===== src/rtl/uart_tx.sv =====
// 8N1 serial transmitter with a small byte FIFO on a valid/ready input.
// Frames are 10*CLKS_PER_BIT cycles; queued bytes go out back-to-back.
module uart_tx #(
   parameter int unsigned CLKS_PER_BIT = 16,
   parameter int unsigned FIFO_DEPTH   = 4
) (
   input  logic                          clk,
   input  logic                          rst_n,
   input  logic [7:0]                    in_data,
   input  logic                          in_valid,
   output logic                          in_ready,
   output logic                          tx,
   output logic                          busy,
   output logic [$clog2(FIFO_DEPTH):0]   fifo_count
);

   localparam int unsigned AW = $clog2(FIFO_DEPTH);
   localparam int unsigned CW = AW + 1;
   localparam int unsigned BW = $clog2(CLKS_PER_BIT);
   localparam logic [BW-1:0] BAUD_LAST = BW'(CLKS_PER_BIT - 1);
   localparam logic [CW-1:0] CNT_FULL  = CW'(FIFO_DEPTH);

   typedef enum logic [1:0] {
      S_IDLE  = 2'd0,
      S_START = 2'd1,
      S_DATA  = 2'd2,
      S_STOP  = 2'd3
   } state_e;

   state_e          state_q,    state_d;
   logic [7:0]      shift_q,    shift_d;
   logic [2:0]      bit_idx_q,  bit_idx_d;
   logic [BW-1:0]   baud_q,     baud_d;
   logic [7:0]      mem_q [FIFO_DEPTH];
   logic [7:0]      mem_d [FIFO_DEPTH];
   logic [AW-1:0]   wr_ptr_q,   wr_ptr_d;
   logic [AW-1:0]   rd_ptr_q,   rd_ptr_d;
   logic [CW-1:0]   count_q,    count_d;
   logic            tx_q,       tx_d;
   logic            busy_q,     busy_d;
   logic            in_ready_q, in_ready_d;

   logic            push;
   logic            pop;
   logic            baud_last;

   assign in_ready   = in_ready_q;
   assign tx         = tx_q;
   assign busy       = busy_q;
   assign fifo_count = count_q;

   // Frame sequencer: decides when to pop the FIFO and advances bit timing.
   always_comb begin
      state_d   = state_q;
      shift_d   = shift_q;
      bit_idx_d = bit_idx_q;
      baud_d    = baud_q;
      pop       = 1'b0;
      baud_last = (baud_q == BAUD_LAST);

      case (state_q)
         S_IDLE: begin
            baud_d = '0;
            if (count_q != '0) begin
               pop     = 1'b1;
               shift_d = mem_q[rd_ptr_q];
               state_d = S_START;
            end
         end
         S_START: begin
            if (baud_last) begin
               baud_d    = '0;
               bit_idx_d = '0;
               state_d   = S_DATA;
            end else begin
               baud_d = baud_q + 1'b1;
            end
         end
         S_DATA: begin
            if (baud_last) begin
               baud_d    = '0;
               shift_d   = {1'b0, shift_q[7:1]};
               bit_idx_d = bit_idx_q + 3'd1;
               if (bit_idx_q == 3'd7) begin
                  state_d = S_STOP;
               end
            end else begin
               baud_d = baud_q + 1'b1;
            end
         end
         S_STOP: begin
            if (baud_last) begin
               baud_d = '0;
               // Chain straight into the next start bit when more data is queued.
               if (count_q != '0) begin
                  pop     = 1'b1;
                  shift_d = mem_q[rd_ptr_q];
                  state_d = S_START;
               end else begin
                  state_d = S_IDLE;
               end
            end else begin
               baud_d = baud_q + 1'b1;
            end
         end
         default: begin
            state_d = S_IDLE;
         end
      endcase
   end

   // Byte FIFO; in_ready_q gates the push so a full FIFO never accepts.
   always_comb begin
      push     = in_valid && in_ready_q;
      mem_d    = mem_q;
      wr_ptr_d = wr_ptr_q;
      rd_ptr_d = rd_ptr_q;
      count_d  = count_q;

      if (push) begin
         mem_d[wr_ptr_q] = in_data;
         wr_ptr_d        = wr_ptr_q + 1'b1;
      end
      if (pop) begin
         rd_ptr_d = rd_ptr_q + 1'b1;
      end

      case ({push, pop})
         2'b10:   count_d = count_q + 1'b1;
         2'b01:   count_d = count_q - 1'b1;
         default: count_d = count_q;
      endcase
   end

   // Outputs are computed from next state so the flops line up with the state.
   always_comb begin
      tx_d = 1'b1;
      case (state_d)
         S_START: tx_d = 1'b0;
         S_DATA:  tx_d = shift_d[0];
         default: tx_d = 1'b1;
      endcase
      busy_d     = (state_d != S_IDLE) || (count_d != '0);
      in_ready_d = (count_d != CNT_FULL);
   end

   always_ff @(posedge clk) begin
      if (!rst_n) begin
         state_q    <= S_IDLE;
         shift_q    <= '0;
         bit_idx_q  <= '0;
         baud_q     <= '0;
         mem_q      <= '{default: '0};
         wr_ptr_q   <= '0;
         rd_ptr_q   <= '0;
         count_q    <= '0;
         tx_q       <= 1'b1;
         busy_q     <= 1'b0;
         in_ready_q <= 1'b1;
      end else begin
         state_q    <= state_d;
         shift_q    <= shift_d;
         bit_idx_q  <= bit_idx_d;
         baud_q     <= baud_d;
         mem_q      <= mem_d;
         wr_ptr_q   <= wr_ptr_d;
         rd_ptr_q   <= rd_ptr_d;
         count_q    <= count_d;
         tx_q       <= tx_d;
         busy_q     <= busy_d;
         in_ready_q <= in_ready_d;
      end
   end

endmodule


===== config.mk =====
export PLATFORM = sky130hd
export DESIGN_NAME = uart_tx
export DESIGN_NICKNAME = d
export VERILOG_FILES = /design/src/rtl/uart_tx.sv
export SDC_FILE = /design/constraint.sdc
export NUM_CORES = 1
export LEC_CHECK = 0
export BUFFER_PORTS_ARGS = -buffer_cell sky130_fd_sc_hd__buf_2
export CORE_MARGIN = 3
export CORE_UTILIZATION = 28
export CTS_BUF_LIST = sky130_fd_sc_hd__clkbuf_8
export CTS_CLUSTER_SIZE = 16
export DETAILED_ROUTE_END_ITERATION = 16
export HOLD_SLACK_MARGIN = 0.06
export SYNTH_ARGS = -nofsm -noshare
export SYNTH_HDL_FRONTEND = slang
export SYNTH_SLANG_ARGS = --single-unit

===== constraint.sdc =====
create_clock -name clk -period 2.23 [get_ports clk]
set_input_delay 0.223 -clock clk [delete_from_list [all_inputs] [get_ports clk]]
set_output_delay 0.223 -clock clk [all_outputs]
set_load 0.03 [all_outputs]

# Word level (Yosys, flattened, before mapping)
# Index checks and enable logic that the tools add are counted.
# totals
output_inout_bits	6
in_bits	11
elab_cells	78
ff_bits	59
# op_classes
eq_ne	13
bitwise	2
add_sub_neg	6
n_lt_le_gt_ge	3
muxes	27
n_reduce_logical	12
# op_table
cell	count
8-bit two-way mux	6
32-bit bitwise mux	1
8-bit one-hot mux with 3 select lines	1
8-bit binary-select mux with 2-bit select	1
8-bit demux with 2-bit select	1
3-bit one-hot mux with 2 select lines	2
2-bit two-way mux	5
3-bit nonzero test	3
2-bit equality test (second input constant)	4
2-bit one-hot mux with 4 select lines	1
4-bit one-hot mux with 2 select lines	1
3-bit by 1-bit adder with 3-bit output (second input constant)	2
2-bit by 1-bit equality test with 1-bit output (second input constant)	3
3-bit >= comparator (second input constant)	2
3-bit two-way mux	2
2-bit inequality test (second input constant)	3
2-bit inverter with 3-bit output	2
3-bit AND reduction	2
2-bit by 1-bit adder with 2-bit output (second input constant)	2
4-bit by 1-bit adder with 4-bit output (second input constant)	1
4-bit equality test (second input constant)	1
4-bit two-way mux	1
1-bit one-hot mux with 2 select lines	2
2-bit nonzero test	2
9 further kinds	12

# Logic depth before layout (Yosys ltp)
# depth
ltp_word	8
mapped_depth	11
depth_no_buf	11

# Worst setup path after synthesis
# No wires, ideal clock.
# synth_path
kind	register -> register
start	register state_q[0]
end	register in_ready_q, in the netlist in_ready
slack_ns	-0.066
setup_time_ns	0.127
n_path_buf	0
arrival_time_ns	2.169
period_less_slack_ns	2.296
t_required_ns	2.103
stages_incl_launch_ff	11
path_cell_list	dfxtp_1 inv_1 ha_1 nor3_2 ha_1 inv_1 fa_1 xor2_1 nor2_1 xnor2_1 nand3b_1
# synth_between
elab_chain_cells	5
elab_cells_between_ends	7
classes_between	eq/ne: 4; mux: 2; reduce/logical: 1
# synth_lines
item	line	source
from (decl)	30	state_e state_q, state_d;
from (signal assigned)	161	state_q <= state_d;
2-bit equality test or 2-bit zero test (tied branches)	61	case (state_q)
1-bit one-hot mux with 2 select lines (*)	61	
net pop	44	logic pop;
2-bit by 1-bit equality test with 1-bit output or 2-bit equality test (tied branches)	128	case ({push, pop})
3-bit one-hot mux with 2 select lines (*)	128	
3-bit inequality test (*)	144	in_ready_d = (count_d != CNT_FULL);
to (signal assigned)	171	in_ready_q <= in_ready_d;
to (decl)	41	logic in_ready_q, in_ready_d;
# Mark *: on every way through the listed nets, which the timed path passes. The rest lies on a longest branch.
# A chain may end at the register's enable or synchronous reset.

# Final worst setup path
# layout_path
start	register state_q[0]
end	register busy_q, in the netlist busy
# layout_between
elab_chain_cells	6
elab_cells_between_ends	17
classes_between	eq/ne: 5; mux: 8; reduce/logical: 4
# layout_lines
item	line	source
2-bit equality test or 2-bit zero test (tied branches)	61	
1-bit one-hot mux with 2 select lines (*)	61	
net pop	44	
2-bit by 1-bit equality test with 1-bit output or 2-bit equality test (tied branches)	128	
3-bit one-hot mux with 2 select lines (*)	128	
3-bit nonzero test (*)	143	busy_d = (state_d != S_IDLE) || (count_d != '0);
1-bit logical OR (*)	143	
to (signal assigned)	170	busy_q <= busy_d;
to (decl)	40	logic busy_q, busy_d;
# Marked as above.

==> metrics.md <==
| Metric | Value |
|---|---|
| Hold_sp | rst_n |
| CP Cell Sequence | inv_2 > ha_4 > nor3_4 > ha_2 > inv_1 > fa_2 > nand2_1 > o21ai_0 > a31oi_1 |
| Reg-to-Reg End | busy |
| Drt wl/cell | 13.6 µm |
| First-pass GRT wire length | 11,000 µm |
| DR vias/cell | 4.80 |
| Initial antenna violation count | 0 |
| F_max | 469 MHz |
| Vias | 2,348 |
| Post-synth EDFFs | 0 |
| Std cell rows | 36 |
| Top FF cell, synth | dfxtp_1 |
| Synth warnings | 0 |
| Most frequent cell after synthesis | dfxtp_1 |
| Post-Route WL | 6640 µm |
| LEAKAGE | 0.00128 µW |
| Worst vdd ir | 0.000440 V |
| Layout cell share with drive strength beyond 1 | 22.8% |
| I/O Buffers | 16 |
| DRC viols | 0 |
| H-tree levels | 3 |
| Crit path kind | reg -> reg |
| CP max stage cell | fa_2 |
| CP startpoint | state_q[0] |
| Post-layout net count | 379 |
| Die area | 11,600 µm² |
| Post-CTS Hold Buffers | 0 |
| Slew Limit Fails | 0 |
| Startpoint Class | flop |
| 1st-iter DRT viols | 77 |
| Setup violations, final | 0 |
| Power Dens Cells | 1020 nW/µm² |
| Fin cells | 489 |
| First drt pass iteration count | 4 |
| Syn nets | 349 |
| Antenna-violating nets left | 0 |
| Fin Setup TNS | 0 ns |
| Synth Instances | 321 |
| Commonest cells in the netlist | dfxtp_1 (59), nand2_1 (45), a21oi_1 (36) |
| Hold slack | 0.144 ns |
| Delay of the slowest cell on the worst path | 0.53 ns |
| Core box area | 9910 µm² |
| R2r worst-path depth | 9 |
| Pin count of the biggest net entering global routing | 39 |
| Ports | 17 |
| Setup Skew | 0.0116 ns |
| TritonCTS clock tree | yes |
| Total power | 3510 µW |
| Critical Path RT | 2.44 ns |
| Setup slack, reg-to-reg | 0.1 ns |
| Netlist Area Pre-Place | 2890 µm² |
| Clock transition at path regs | 0.07 ns |
| Die width | 108 µm |
| Worst-path maximum fanout | 3 |
| Crit share post-route | 95.7% |
| Top cell type by total area after synthesis | dfxtp_1 |
| Worst-Skew Late Latency | 0.34 ns |
| Critical Path End Type | flop |
| Vias in the first global route | 2,285 |
| Period minus WS final | 2.13 ns |
| Hpwl dp | 4440 µm |
| Status | finished, final reports clean |
| Clock Sinks | 59 |
| Worst flop-to-flop path startpoint | state_q[0] |
| Clock buffer depth | 2 |
| GR Overflow Total | 0 |
| Worst-Margin Slew | 0.527 ns |
| CP arrival | 2.35 ns |
| Root Driver | clkbuf_8 |
| Final Hold Vio Count | 0 |
| Fraction of registers with async set/reset | 0% |
| ANT cells | 0 |
| Yosys cell types | 43 |
| DIE HEIGHT | 108 µm |
| Initial core utilization | 29.1% |
| Mean area per synthesized cell | 8.99 µm² |
| Placed Cells | 469 |
| Register bit total from synthesis | 59 |
| Worst Setup EP | busy |
| HP Class | in -> reg |
| Max capacitance violation total | 0 |
| CTS Buf Count | 9 |
| Slew HR | 64.8% |
| Top cell type's share of synthesized area | 40.9% |
| Register area share after synthesis | 40.9% |
| Area growth from synthesis to layout | 19.9% |
| GRT Total Usage | 12.1% |
| GP Congestion | 0.765 |
| Ranking of synthesized cells by area | dfxtp_1 (41%), ha_1 (6.9%), a21oi_1 (6.2%), nand3_1 (6.1%), nand2_1 (5.9%) |
per-layer routing:
metal	GRT usage, %	vias up	wire (µm)
met5	0	-	0
met2	19.5	45	3260
met3	3.72	14	257
met4	4.24	0	107
li1	-	1190	-
met1	15.3	1099	3020
report_power, final:
group	switching, µW	leakage (µW)	internal (µW)
combinational	707	0.000698	554
sequential	106	0.000483	1190
clock	447	0.0000984	513
worst min-delay path by stage:
stage | endpoint | slack, ns | depth (start not counted)
after floorplan | in_ready | 0.31 | 1
after global placement | baud_q[0] | 0.43 | 1
after detailed placement | baud_q[0] | 0.45 | 1
after CTS | tx | 0.14 | 2
after global routing | in_ready | 0.13 | 2
final | tx | 0.14 | 2
kinds of logic (layout without fill, tap and decap cells):
| logic type | after synthesis | in the layout | share of synthesized area [%] |
|---|---|---|---|
| adder cells (fa/ha/maj) | 17 | 17 | 7.63 |
| XOR/XNOR | 8 | 8 | 2.43 |
| flip-flops | 59 | 59 | 40.9 |
| AND/OR/NAND/NOR | 116 | 116 | 19.1 |
| buffers and inverters | 34 | 69 | 5.42 |
| AO/OA/AOI/OAI | 71 | 71 | 15.4 |
| multiplexers | 16 | 16 | 9.15 |
what timing repair did:
item / in CTS / in global routing
endpoints found under the setup margin: 2 / 3
cloned: 0 / 0
pin swaps: 2 / 8
buffers inserted: 2 / 2
resized for setup: 1 / 12
registers in the layout, indices dropped and copies added, names as in the netlist:
register,cells
baud_q,4
bit_idx_q,3
busy,1
fifo_count,3
in_ready,1
mem_q,32
rd_ptr_q,2
shift_q,8
state_q,2
tx,1
wr_ptr_q,2
placed cells by master, fill, tap and decap left out, types with 3 or more instances in the layout:
master / count
a21oi_1: 36
a22o_1: 7
a31oi_1: 3
buf_2: 16
buf_4: 23
clkbuf_8: 9
dfxtp_1: 52
dfxtp_2: 5
ha_1: 12
inv_1: 14
mux2i_1: 8
mux4_2: 7
nand2_1: 45
nand3_1: 35
nor2_1: 20
o211ai_1: 3
o21ai_0: 8
o21ai_1: 4
xnor2_1: 5
xor2_1: 3
critical path: cells and delay by family, from the launching register on:
kind / cells / cell delay [ns]
AND/OR/NAND/NOR: 2 / 0.23
buffers and inverters: 2 / 0.10
AO/OA/AOI/OAI: 2 / 0.33
adder cells (fa/ha/maj): 3 / 0.98
flip-flops: 1 / 0.38
metrics by stage:
| step | worst slack [ns] | util [%] | instance area [µm²] |
|---|---|---|---|
| after CTS | 0.0189 | 34.2 | 3390 |
| after global placement | 0.0374 | 32.1 | 3180 |
| after global routing | -0.0236 | 34.9 | 3460 |
| after detailed placement | -0.0294 | 32.1 | 3180 |
| final | 0.0956 | 34.9 | 3460 |
| after floorplan | 0.00335 | - | 2890 |
area by class of cell:
| type | count | area, µm² |
|---|---|---|
| clock buffer | 9 | 124 |
| sequential | 59 | 1190 |
| multi-input combinational | 228 | 1600 |
| timing repair buffer | 39 | 253 |
| inverter | 14 | 52.6 |
| fill | 1062 | 6450 |
| tap | 133 | 166 |
| clock inverter | 7 | 70.1 |
Power figures use the tool's default switching activity.
